**config.mk**
```make
export PLATFORM = sky130hd
export DESIGN_NAME = cam_update_ctrl_flat
export DESIGN_NICKNAME = d
export VERILOG_FILES = /design/src/rtl/cam_update_ctrl_if.sv /design/src/rtl/cam_update_ctrl.sv /design/src/flat_wrapper.sv
export SDC_FILE = /design/constraint.sdc
export NUM_CORES = 1
export LEC_CHECK = 0
export CORE_ASPECT_RATIO = 2
export CORE_MARGIN = 10
export CORE_UTILIZATION = 39
export CTS_BUF_LIST = sky130_fd_sc_hd__clkbuf_16
export DETAILED_ROUTE_END_ITERATION = 10
export PLACE_DENSITY = 0.78
export SYNTH_ARGS = -nofsm -noshare
export SYNTH_HDL_FRONTEND = slang
export SYNTH_SLANG_ARGS = --single-unit
```
**constraint.sdc**
```tcl
create_clock -name clk -period 4.3 [get_ports clk]
set_input_delay 0.86 -clock clk [delete_from_list [all_inputs] [get_ports clk]]
set_output_delay 0.86 -clock clk [all_outputs]
set_load 0.005 [all_outputs]
```
**src/rtl/cam_update_ctrl_if.sv**
```systemverilog
// Bus bundle for cam_update_ctrl: management command/response, lookup stream
// and the CAM write/compare ports. slave = controller side, master = environment.
interface cam_update_ctrl_if #(
  parameter int DATA_WIDTH = 64,
  parameter int ADDR_WIDTH = 5
);
  logic                  cmd_valid;
  logic                  cmd_ready;
  logic                  cmd_delete;
  logic [DATA_WIDTH-1:0] cmd_key;

  logic                  rsp_valid;
  logic                  rsp_ready;
  logic [1:0]            rsp_status;
  logic [ADDR_WIDTH-1:0] rsp_addr;

  logic                  lkp_valid;
  logic                  lkp_ready;
  logic [DATA_WIDTH-1:0] lkp_key;
  logic                  lkp_res_valid;
  logic                  lkp_res_hit;
  logic [ADDR_WIDTH-1:0] lkp_res_addr;

  logic [ADDR_WIDTH-1:0] cam_write_addr;
  logic [DATA_WIDTH-1:0] cam_write_data;
  logic                  cam_write_delete;
  logic                  cam_write_enable;
  logic                  cam_write_busy;
  logic [DATA_WIDTH-1:0] cam_compare_data;
  logic                  cam_match;
  logic [ADDR_WIDTH-1:0] cam_match_addr;

  logic [ADDR_WIDTH:0]   used_count;

  modport slave (
    input  cmd_valid, cmd_delete, cmd_key, rsp_ready, lkp_valid, lkp_key,
           cam_write_busy, cam_match, cam_match_addr,
    output cmd_ready, rsp_valid, rsp_status, rsp_addr, lkp_ready,
           lkp_res_valid, lkp_res_hit, lkp_res_addr, cam_write_addr,
           cam_write_data, cam_write_delete, cam_write_enable,
           cam_compare_data, used_count
  );

  modport master (
    output cmd_valid, cmd_delete, cmd_key, rsp_ready, lkp_valid, lkp_key,
           cam_write_busy, cam_match, cam_match_addr,
    input  cmd_ready, rsp_valid, rsp_status, rsp_addr, lkp_ready,
           lkp_res_valid, lkp_res_hit, lkp_res_addr, cam_write_addr,
           cam_write_data, cam_write_delete, cam_write_enable,
           cam_compare_data, used_count
  );
endinterface

```
**src/rtl/cam_update_ctrl.sv**
```systemverilog
// CAM insert/delete controller sharing the CAM compare port with a lookup stream.
// Lookups win arbitration unless the pending probe has starved STARVE_LIMIT cycles.
module cam_update_ctrl #(
  parameter int DATA_WIDTH   = 64,
  parameter int ADDR_WIDTH   = 5,
  parameter int STARVE_LIMIT = 8
) (
  input logic             clk,
  input logic             rst,
  cam_update_ctrl_if.slave bus
);
  localparam int RAM_DEPTH = 2 ** ADDR_WIDTH;
  localparam int SW        = $clog2(STARVE_LIMIT + 1);

  localparam logic [2:0] S_IDLE  = 3'd0;
  localparam logic [2:0] S_PROBE = 3'd1;
  localparam logic [2:0] S_CHECK = 3'd2;
  localparam logic [2:0] S_WRITE = 3'd3;
  localparam logic [2:0] S_RESP  = 3'd4;

  localparam logic [1:0] ST_OK   = 2'd0;
  localparam logic [1:0] ST_DUP  = 2'd1;
  localparam logic [1:0] ST_FULL = 2'd2;
  localparam logic [1:0] ST_NF   = 2'd3;

  localparam logic [ADDR_WIDTH:0] CNT_ONE   = 1;
  localparam logic [SW-1:0]       STALL_ONE = 1;
  localparam logic [SW-1:0]       STALL_MAX = SW'(STARVE_LIMIT);

  typedef struct packed {
    logic                  del;
    logic [DATA_WIDTH-1:0] key;
  } cmd_t;

  logic [2:0]            state;
  cmd_t                  cmd_q;
  logic [RAM_DEPTH-1:0]  bitmap;
  logic [ADDR_WIDTH:0]   used;
  logic [SW-1:0]         stall;
  logic                  own_lkp;
  logic                  own_prb;
  logic [ADDR_WIDTH-1:0] target;
  logic [1:0]            status_q;
  logic [ADDR_WIDTH-1:0] raddr_q;

  logic                  force_probe;
  logic                  lkp_grant;
  logic                  prb_grant;
  logic                  in_write;
  logic                  wr_fire;
  logic                  free_hit;
  logic [ADDR_WIDTH-1:0] free_addr;

  assign force_probe = (state == S_PROBE) && (stall == STALL_MAX);
  assign lkp_grant   = !rst && bus.lkp_valid && !force_probe;
  assign prb_grant   = !rst && (state == S_PROBE) && !lkp_grant;
  assign in_write    = (state == S_WRITE);
  assign wr_fire     = in_write && !bus.cam_write_busy;

  // Descending scan so the lowest free index is the one left standing.
  always_comb begin
    free_hit  = 1'b0;
    free_addr = '0;
    for (int i = RAM_DEPTH - 1; i >= 0; i--) begin
      if (!bitmap[i]) begin
        free_hit  = 1'b1;
        free_addr = ADDR_WIDTH'(i);
      end
    end
  end

  // Ready outputs are gated by rst so everything reads 0 while reset is held.
  assign bus.cmd_ready        = !rst && (state == S_IDLE);
  assign bus.lkp_ready        = !rst && !force_probe;
  assign bus.rsp_valid        = (state == S_RESP);
  assign bus.rsp_status       = status_q;
  assign bus.rsp_addr         = raddr_q;
  assign bus.lkp_res_valid    = own_lkp;
  assign bus.lkp_res_hit      = own_lkp && bus.cam_match;
  assign bus.lkp_res_addr     = own_lkp ? bus.cam_match_addr : '0;
  assign bus.cam_write_enable = wr_fire;
  assign bus.cam_write_addr   = in_write ? target : '0;
  assign bus.cam_write_data   = in_write ? cmd_q.key : '0;
  assign bus.cam_write_delete = in_write && cmd_q.del;
  assign bus.cam_compare_data = lkp_grant ? bus.lkp_key : cmd_q.key;
  assign bus.used_count       = used;

  always_ff @(posedge clk or posedge rst) begin
    if (rst) begin
      state    <= S_IDLE;
      cmd_q    <= '0;
      bitmap   <= '0;
      used     <= '0;
      stall    <= '0;
      own_lkp  <= 1'b0;
      own_prb  <= 1'b0;
      target   <= '0;
      status_q <= ST_OK;
      raddr_q  <= '0;
    end else begin
      own_lkp <= lkp_grant;
      own_prb <= prb_grant;

      if (state == S_PROBE) begin
        if (prb_grant) stall <= '0;
        else           stall <= stall + STALL_ONE;
      end

      case (state)
        S_IDLE: begin
          if (bus.cmd_valid) begin
            cmd_q <= '{del: bus.cmd_delete, key: bus.cmd_key};
            state <= S_PROBE;
          end
        end

        S_PROBE: begin
          if (prb_grant) state <= S_CHECK;
        end

        // cam_match here is the answer to the probe granted last cycle.
        S_CHECK: begin
          if (own_prb) begin
            if (!cmd_q.del) begin
              if (bus.cam_match) begin
                status_q <= ST_DUP;
                raddr_q  <= bus.cam_match_addr;
                state    <= S_RESP;
              end else if (!free_hit) begin
                status_q <= ST_FULL;
                raddr_q  <= '0;
                state    <= S_RESP;
              end else begin
                target <= free_addr;
                state  <= S_WRITE;
              end
            end else begin
              if (bus.cam_match) begin
                target <= bus.cam_match_addr;
                state  <= S_WRITE;
              end else begin
                status_q <= ST_NF;
                raddr_q  <= '0;
                state    <= S_RESP;
              end
            end
          end
        end

        S_WRITE: begin
          if (wr_fire) begin
            bitmap[target] <= !cmd_q.del;
            used           <= cmd_q.del ? used - CNT_ONE : used + CNT_ONE;
            status_q       <= ST_OK;
            raddr_q        <= target;
            state          <= S_RESP;
          end
        end

        S_RESP: begin
          if (bus.rsp_ready) state <= S_IDLE;
        end

        default: state <= S_IDLE;
      endcase
    end
  end
endmodule

```
**src/flat_wrapper.sv**
```systemverilog
// flat-port wrapper written by rule: the top's interface ports become plain ports
module cam_update_ctrl_flat 
#(
  parameter int DATA_WIDTH   = 64,
  parameter int ADDR_WIDTH   = 5,
  parameter int STARVE_LIMIT = 8
)
  (clk, rst, bus_cmd_valid, bus_cmd_delete, bus_cmd_key, bus_rsp_ready, bus_lkp_valid, bus_lkp_key, bus_cam_write_busy, bus_cam_match, bus_cam_match_addr, bus_cmd_ready, bus_rsp_valid, bus_rsp_status, bus_rsp_addr, bus_lkp_ready, bus_lkp_res_valid, bus_lkp_res_hit, bus_lkp_res_addr, bus_cam_write_addr, bus_cam_write_data, bus_cam_write_delete, bus_cam_write_enable, bus_cam_compare_data, bus_used_count);
  cam_update_ctrl_if #(.DATA_WIDTH(DATA_WIDTH), .ADDR_WIDTH(ADDR_WIDTH)) bus_i ();
  input logic clk;
  input logic rst;
  input wire logic [$bits(bus_i.cmd_valid)-1:0] bus_cmd_valid;
  input wire logic [$bits(bus_i.cmd_delete)-1:0] bus_cmd_delete;
  input wire logic [$bits(bus_i.cmd_key)-1:0] bus_cmd_key;
  input wire logic [$bits(bus_i.rsp_ready)-1:0] bus_rsp_ready;
  input wire logic [$bits(bus_i.lkp_valid)-1:0] bus_lkp_valid;
  input wire logic [$bits(bus_i.lkp_key)-1:0] bus_lkp_key;
  input wire logic [$bits(bus_i.cam_write_busy)-1:0] bus_cam_write_busy;
  input wire logic [$bits(bus_i.cam_match)-1:0] bus_cam_match;
  input wire logic [$bits(bus_i.cam_match_addr)-1:0] bus_cam_match_addr;
  output wire logic [$bits(bus_i.cmd_ready)-1:0] bus_cmd_ready;
  output wire logic [$bits(bus_i.rsp_valid)-1:0] bus_rsp_valid;
  output wire logic [$bits(bus_i.rsp_status)-1:0] bus_rsp_status;
  output wire logic [$bits(bus_i.rsp_addr)-1:0] bus_rsp_addr;
  output wire logic [$bits(bus_i.lkp_ready)-1:0] bus_lkp_ready;
  output wire logic [$bits(bus_i.lkp_res_valid)-1:0] bus_lkp_res_valid;
  output wire logic [$bits(bus_i.lkp_res_hit)-1:0] bus_lkp_res_hit;
  output wire logic [$bits(bus_i.lkp_res_addr)-1:0] bus_lkp_res_addr;
  output wire logic [$bits(bus_i.cam_write_addr)-1:0] bus_cam_write_addr;
  output wire logic [$bits(bus_i.cam_write_data)-1:0] bus_cam_write_data;
  output wire logic [$bits(bus_i.cam_write_delete)-1:0] bus_cam_write_delete;
  output wire logic [$bits(bus_i.cam_write_enable)-1:0] bus_cam_write_enable;
  output wire logic [$bits(bus_i.cam_compare_data)-1:0] bus_cam_compare_data;
  output wire logic [$bits(bus_i.used_count)-1:0] bus_used_count;
  assign bus_i.cmd_valid = bus_cmd_valid;
  assign bus_i.cmd_delete = bus_cmd_delete;
  assign bus_i.cmd_key = bus_cmd_key;
  assign bus_i.rsp_ready = bus_rsp_ready;
  assign bus_i.lkp_valid = bus_lkp_valid;
  assign bus_i.lkp_key = bus_lkp_key;
  assign bus_i.cam_write_busy = bus_cam_write_busy;
  assign bus_i.cam_match = bus_cam_match;
  assign bus_i.cam_match_addr = bus_cam_match_addr;
  assign bus_cmd_ready = bus_i.cmd_ready;
  assign bus_rsp_valid = bus_i.rsp_valid;
  assign bus_rsp_status = bus_i.rsp_status;
  assign bus_rsp_addr = bus_i.rsp_addr;
  assign bus_lkp_ready = bus_i.lkp_ready;
  assign bus_lkp_res_valid = bus_i.lkp_res_valid;
  assign bus_lkp_res_hit = bus_i.lkp_res_hit;
  assign bus_lkp_res_addr = bus_i.lkp_res_addr;
  assign bus_cam_write_addr = bus_i.cam_write_addr;
  assign bus_cam_write_data = bus_i.cam_write_data;
  assign bus_cam_write_delete = bus_i.cam_write_delete;
  assign bus_cam_write_enable = bus_i.cam_write_enable;
  assign bus_cam_compare_data = bus_i.cam_compare_data;
  assign bus_used_count = bus_i.used_count;
  cam_update_ctrl #(.DATA_WIDTH(DATA_WIDTH), .ADDR_WIDTH(ADDR_WIDTH), .STARVE_LIMIT(STARVE_LIMIT)) u_core (.clk(clk), .rst(rst), .bus(bus_i));
endmodule
```
==> metrics.md <==
| Metric | Value |
|---|---|
| Fin cells | 1151 |
| Multiplexer share of the synthesized area | 0.219 |
| Most used cell, CP | clkdlybuf4s50_1 |
| Normalized max-slew margin | 0.398 |
| Post-Route WL | 24400 µm |
| Worst-margin pin slew | 896 ps |
| Die Y | 208 µm |
| Synth warn | 0 |
| Pwr/cell area | 607 nW/µm² |
| Vias in the first global route | 6635 |
| Final worst path period need | 3900 ps |
| CTS root buf | clkbuf_16 |
| Final setup violation count | 0 |
| Final period utilization | 0.907 |
| Htree depth | 4 |
| Crit path max fanout | 67 |
| Top_reg_cell synth | dfrtp_1 |
| Most frequent cells in the layout | 298 x clkdlybuf4s50_1, 130 x mux2_2, 124 x dfrtp_1 |
| Clock Tree Buf Depth | 2 |
| Per-cell routed wire length | 21.2 µm |
| Vias | 6118 |
| DRT antenna net count | 0 |
| CP peak stage delay | ~550 ps |
| Worst hold path class | reg -> reg |
| Status | finished, final reports clean |
| Max-cap violations | 0 |
| Fmax | 256 MHz |
| Antenna violations before repair | 1 |
| Final Max Tran Viols | 0 |
| GRT Util Overall | 0.201 |
| Port buffer count | 298 |
| CTS tree | done |
| TritonCTS Buffers | 17 |
| Simple-gate portion of the synthesized area | 0.152 |
| Full die area | 23800 µm² |
| Fin. Hold Viols | 0 |
| Post-CTS Resized | 0 |
| # rows | about 70 |
| CTS sink cnt | 124 |
| Worst r2r src | u_core.state[0] |
| Sequential element share of the synthesized area | 0.449 |
| CP startpoint kind | input pin |
| Gr ovfl total | 0 |
| HPWL after detailed placement | approximately 19000 µm |
| CP Launch Point | rst |
| DR top layer | met4 |
| Inst Count DP | 1122 |
| TritonRoute pass-1 iters | 5 |
| Post-Synth Adder-Cell Area | 0.0174 |
| # DRC | 0 |
| Sum of negative setup slack | 0 ps |
| LEAKAGE | ~4.2 nW |
| Cells along the critical path | clkdlybuf4s50_1 > a311oi_4 > buf_12 > mux2_2 > clkdlybuf4s50_1 |
| Compound-Gate Fraction of Synth Area | 0.118 |
| Req. time, crit path | approximately 3400 ps |
| Worst setup endpoint | bus_cam_compare_data[6] |
| Worst skew pair latency | between 400 and 500 ps |
| Worst reg2reg endpoint | u_core.stall[3] |
| Worst IR Drop VDD | approximately 0.3 mV |
| Post-Synth XOR/XNOR Area | 0.00633 |
| Syn Std Cell Area | 6920 µm² |
| GPL Wtd Cong | 0.924 |
| Mean Syn Cell Area | between 10 and 15 µm² |
| Slowest CP cell | clkdlybuf4s50_1 |
| CORE AREA | 17400 µm² |
| Setup Fix Bufs, Post-CTS | 0 |
| Layout cells sized above 1 | 0.185 |
| Met2 wire length | 13500 µm |
| Largest family of logic cells by synthesized area | multiplexers |
| Critical path class | in -> out |
| Post-Synthesis Cells | roughly 650 |
| Post-synthesis register bit count | 124 |
| Wire length on met1 | 8390 µm |
| Largest net degree at the start of global routing | 68 |
| Async SR Flop Fraction | 1.00 |
| Synth unique cells | 53 |
| CP arrival | 3040 ps |
| Vias per cell | 5.32 |
| Reg2Reg Depth | 7 |
| Area Growth Syn to Fin | 54.3% |
| Worst reg2reg setup slack | 1850 ps |
| Met3 WL post-DR | 1870 µm |
| Clock transition at the registers of the reported paths | 50 ps |
| Syn_nets | 798 |
| Initial Util | 0.399 |
| EDFF count, synth | 0 |
| Post-cts hold buffer count | 0 |
| Top Ports | 299 |
| Final Skew | around 9.0 ps |
| CP Capture Type | output pin |
| Die Width | 114 µm |
| Unrepaired setup endpoints after global routing | false |
| 1st-iter DRT viols | between 200 and 300 |
| Fillers | approximately 1500 |
| First-pass GRT wire length | 37700 µm |
| Leading cell type in the layout, fill and taps excluded | clkdlybuf4s50_1 |
| Nets | between 1000 and 1500 |
## registers in the layout (all words and copies together) (netlist names)
name	cells
u_core.bus.rsp_status	2
u_core.bitmap	32
u_core.state	3
u_core.bus.lkp_res_valid	1
u_core.cmd_q	65
u_core.own_prb	1
u_core.bus.rsp_addr	5
u_core.stall	4
u_core.target	5
u_core.bus.used_count	6
## metal layers
| layer | GRT usage | up-vias |
|---|---|---|
| met5 | 0 | - |
| met4 | 0.0654 | 0 |
| met3 | 0.0671 | 41 |
| met2 | 0.370 | 229 |
| met1 | 0.201 | 2972 |
| li1 | - | 2876 |
## how the worst min path moves through the flow
stage	slack, ps	from	cells after the start	to
3_3_place_gp	460	u_core.stall[3]	1	u_core.stall[3]
4_1_cts	480	u_core.stall[3]	1	u_core.stall[3]
6_report	480	u_core.stall[3]	1	u_core.stall[3]
2_1_floorplan	440	u_core.stall[3]	1	u_core.stall[3]
5_1_grt	490	u_core.bus.used_count[5]	1	u_core.bus.used_count[5]
3_5_place_dp	470	u_core.stall[3]	1	u_core.stall[3]
## layout make-up
| class | count | area, µm² | area share |
|---|---|---|---|
| diodes | 1 | 2.50 | 0.000234 |
| clock buffers | 17 | 425 | 0.0399 |
| clock inverters | 11 | 179 | 0.0168 |
| inverters | 23 | 88.8 | 0.00832 |
| multi-input cells | 460 | 3560 | 0.334 |
| flip-flops and latches | 124 | 3100 | 0.291 |
| well taps | 210 | 263 | 0.0246 |
| repair buffers | 305 | 3050 | 0.286 |
## power by group
part	internal [mW]	leakage [nW]	switching, mW
Combinational	1.72	2.39	1.11
Clock	1.01	0.298	0.492
Sequential	1.64	1.55	0.505
## Yosys cell counts (4+ instances only)
master,number,area (µm²)
nand2_1,34,128
ha_1,8,100
mux2_2,130,1460
and2_1,76,475
dfrtp_1,124,3100
nor2b_1,6,37.5
nand4_1,7,43.8
a21oi_1,23,115
nor3_1,7,35.0
buf_2,12,60.1
mux2i_1,5,50.1
nand3_1,10,50.1
clkbuf_1,25,93.8
a221o_1,4,40.0
o21ai_0,50,250
nor2_1,12,45.0
inv_1,22,82.6
nor3b_1,5,37.5
o31ai_1,33,248
nand3b_1,5,37.5
## cells by family (layout without fill, tap and decap cells)
logic type,after synthesis,count (layout)
xor gates and xnor gates,5,5
DFF,124,124
muxes,135,135
adders and majority gates,9,9
other,0,1
AOI/OAI and AO/OA,129,129
and+or+nand+nor,182,182
buffers and inverters,64,356
## metrics by stage
| stage | worst slack, ps | power [mW] | hold WS [ps] | utilization | area (µm²) |
|---|---|---|---|---|---|
| finish | 399 | 6.48 | 477 | 0.615 | 10700 |
| global route | 335 | 6.88 | 493 | 0.615 | 10700 |
| CTS | 390 | 6.55 | 476 | 0.615 | 10700 |
| detailed placement | 392 | 5.01 | 468 | 0.580 | 10100 |
| global placement | 432 | 4.94 | 456 | 0.580 | 10100 |
| floorplan | 141 | 3.45 | 438 | - | 6920 |
## critical path, delay by kind of cell
| family | cells | cell delay, ps |
|---|---|---|
| compound gates | 1 | 370 |
| buf+inv | 3 | 1370 |
| mux | 1 | 400 |
(Power assumes the default switching activity.)
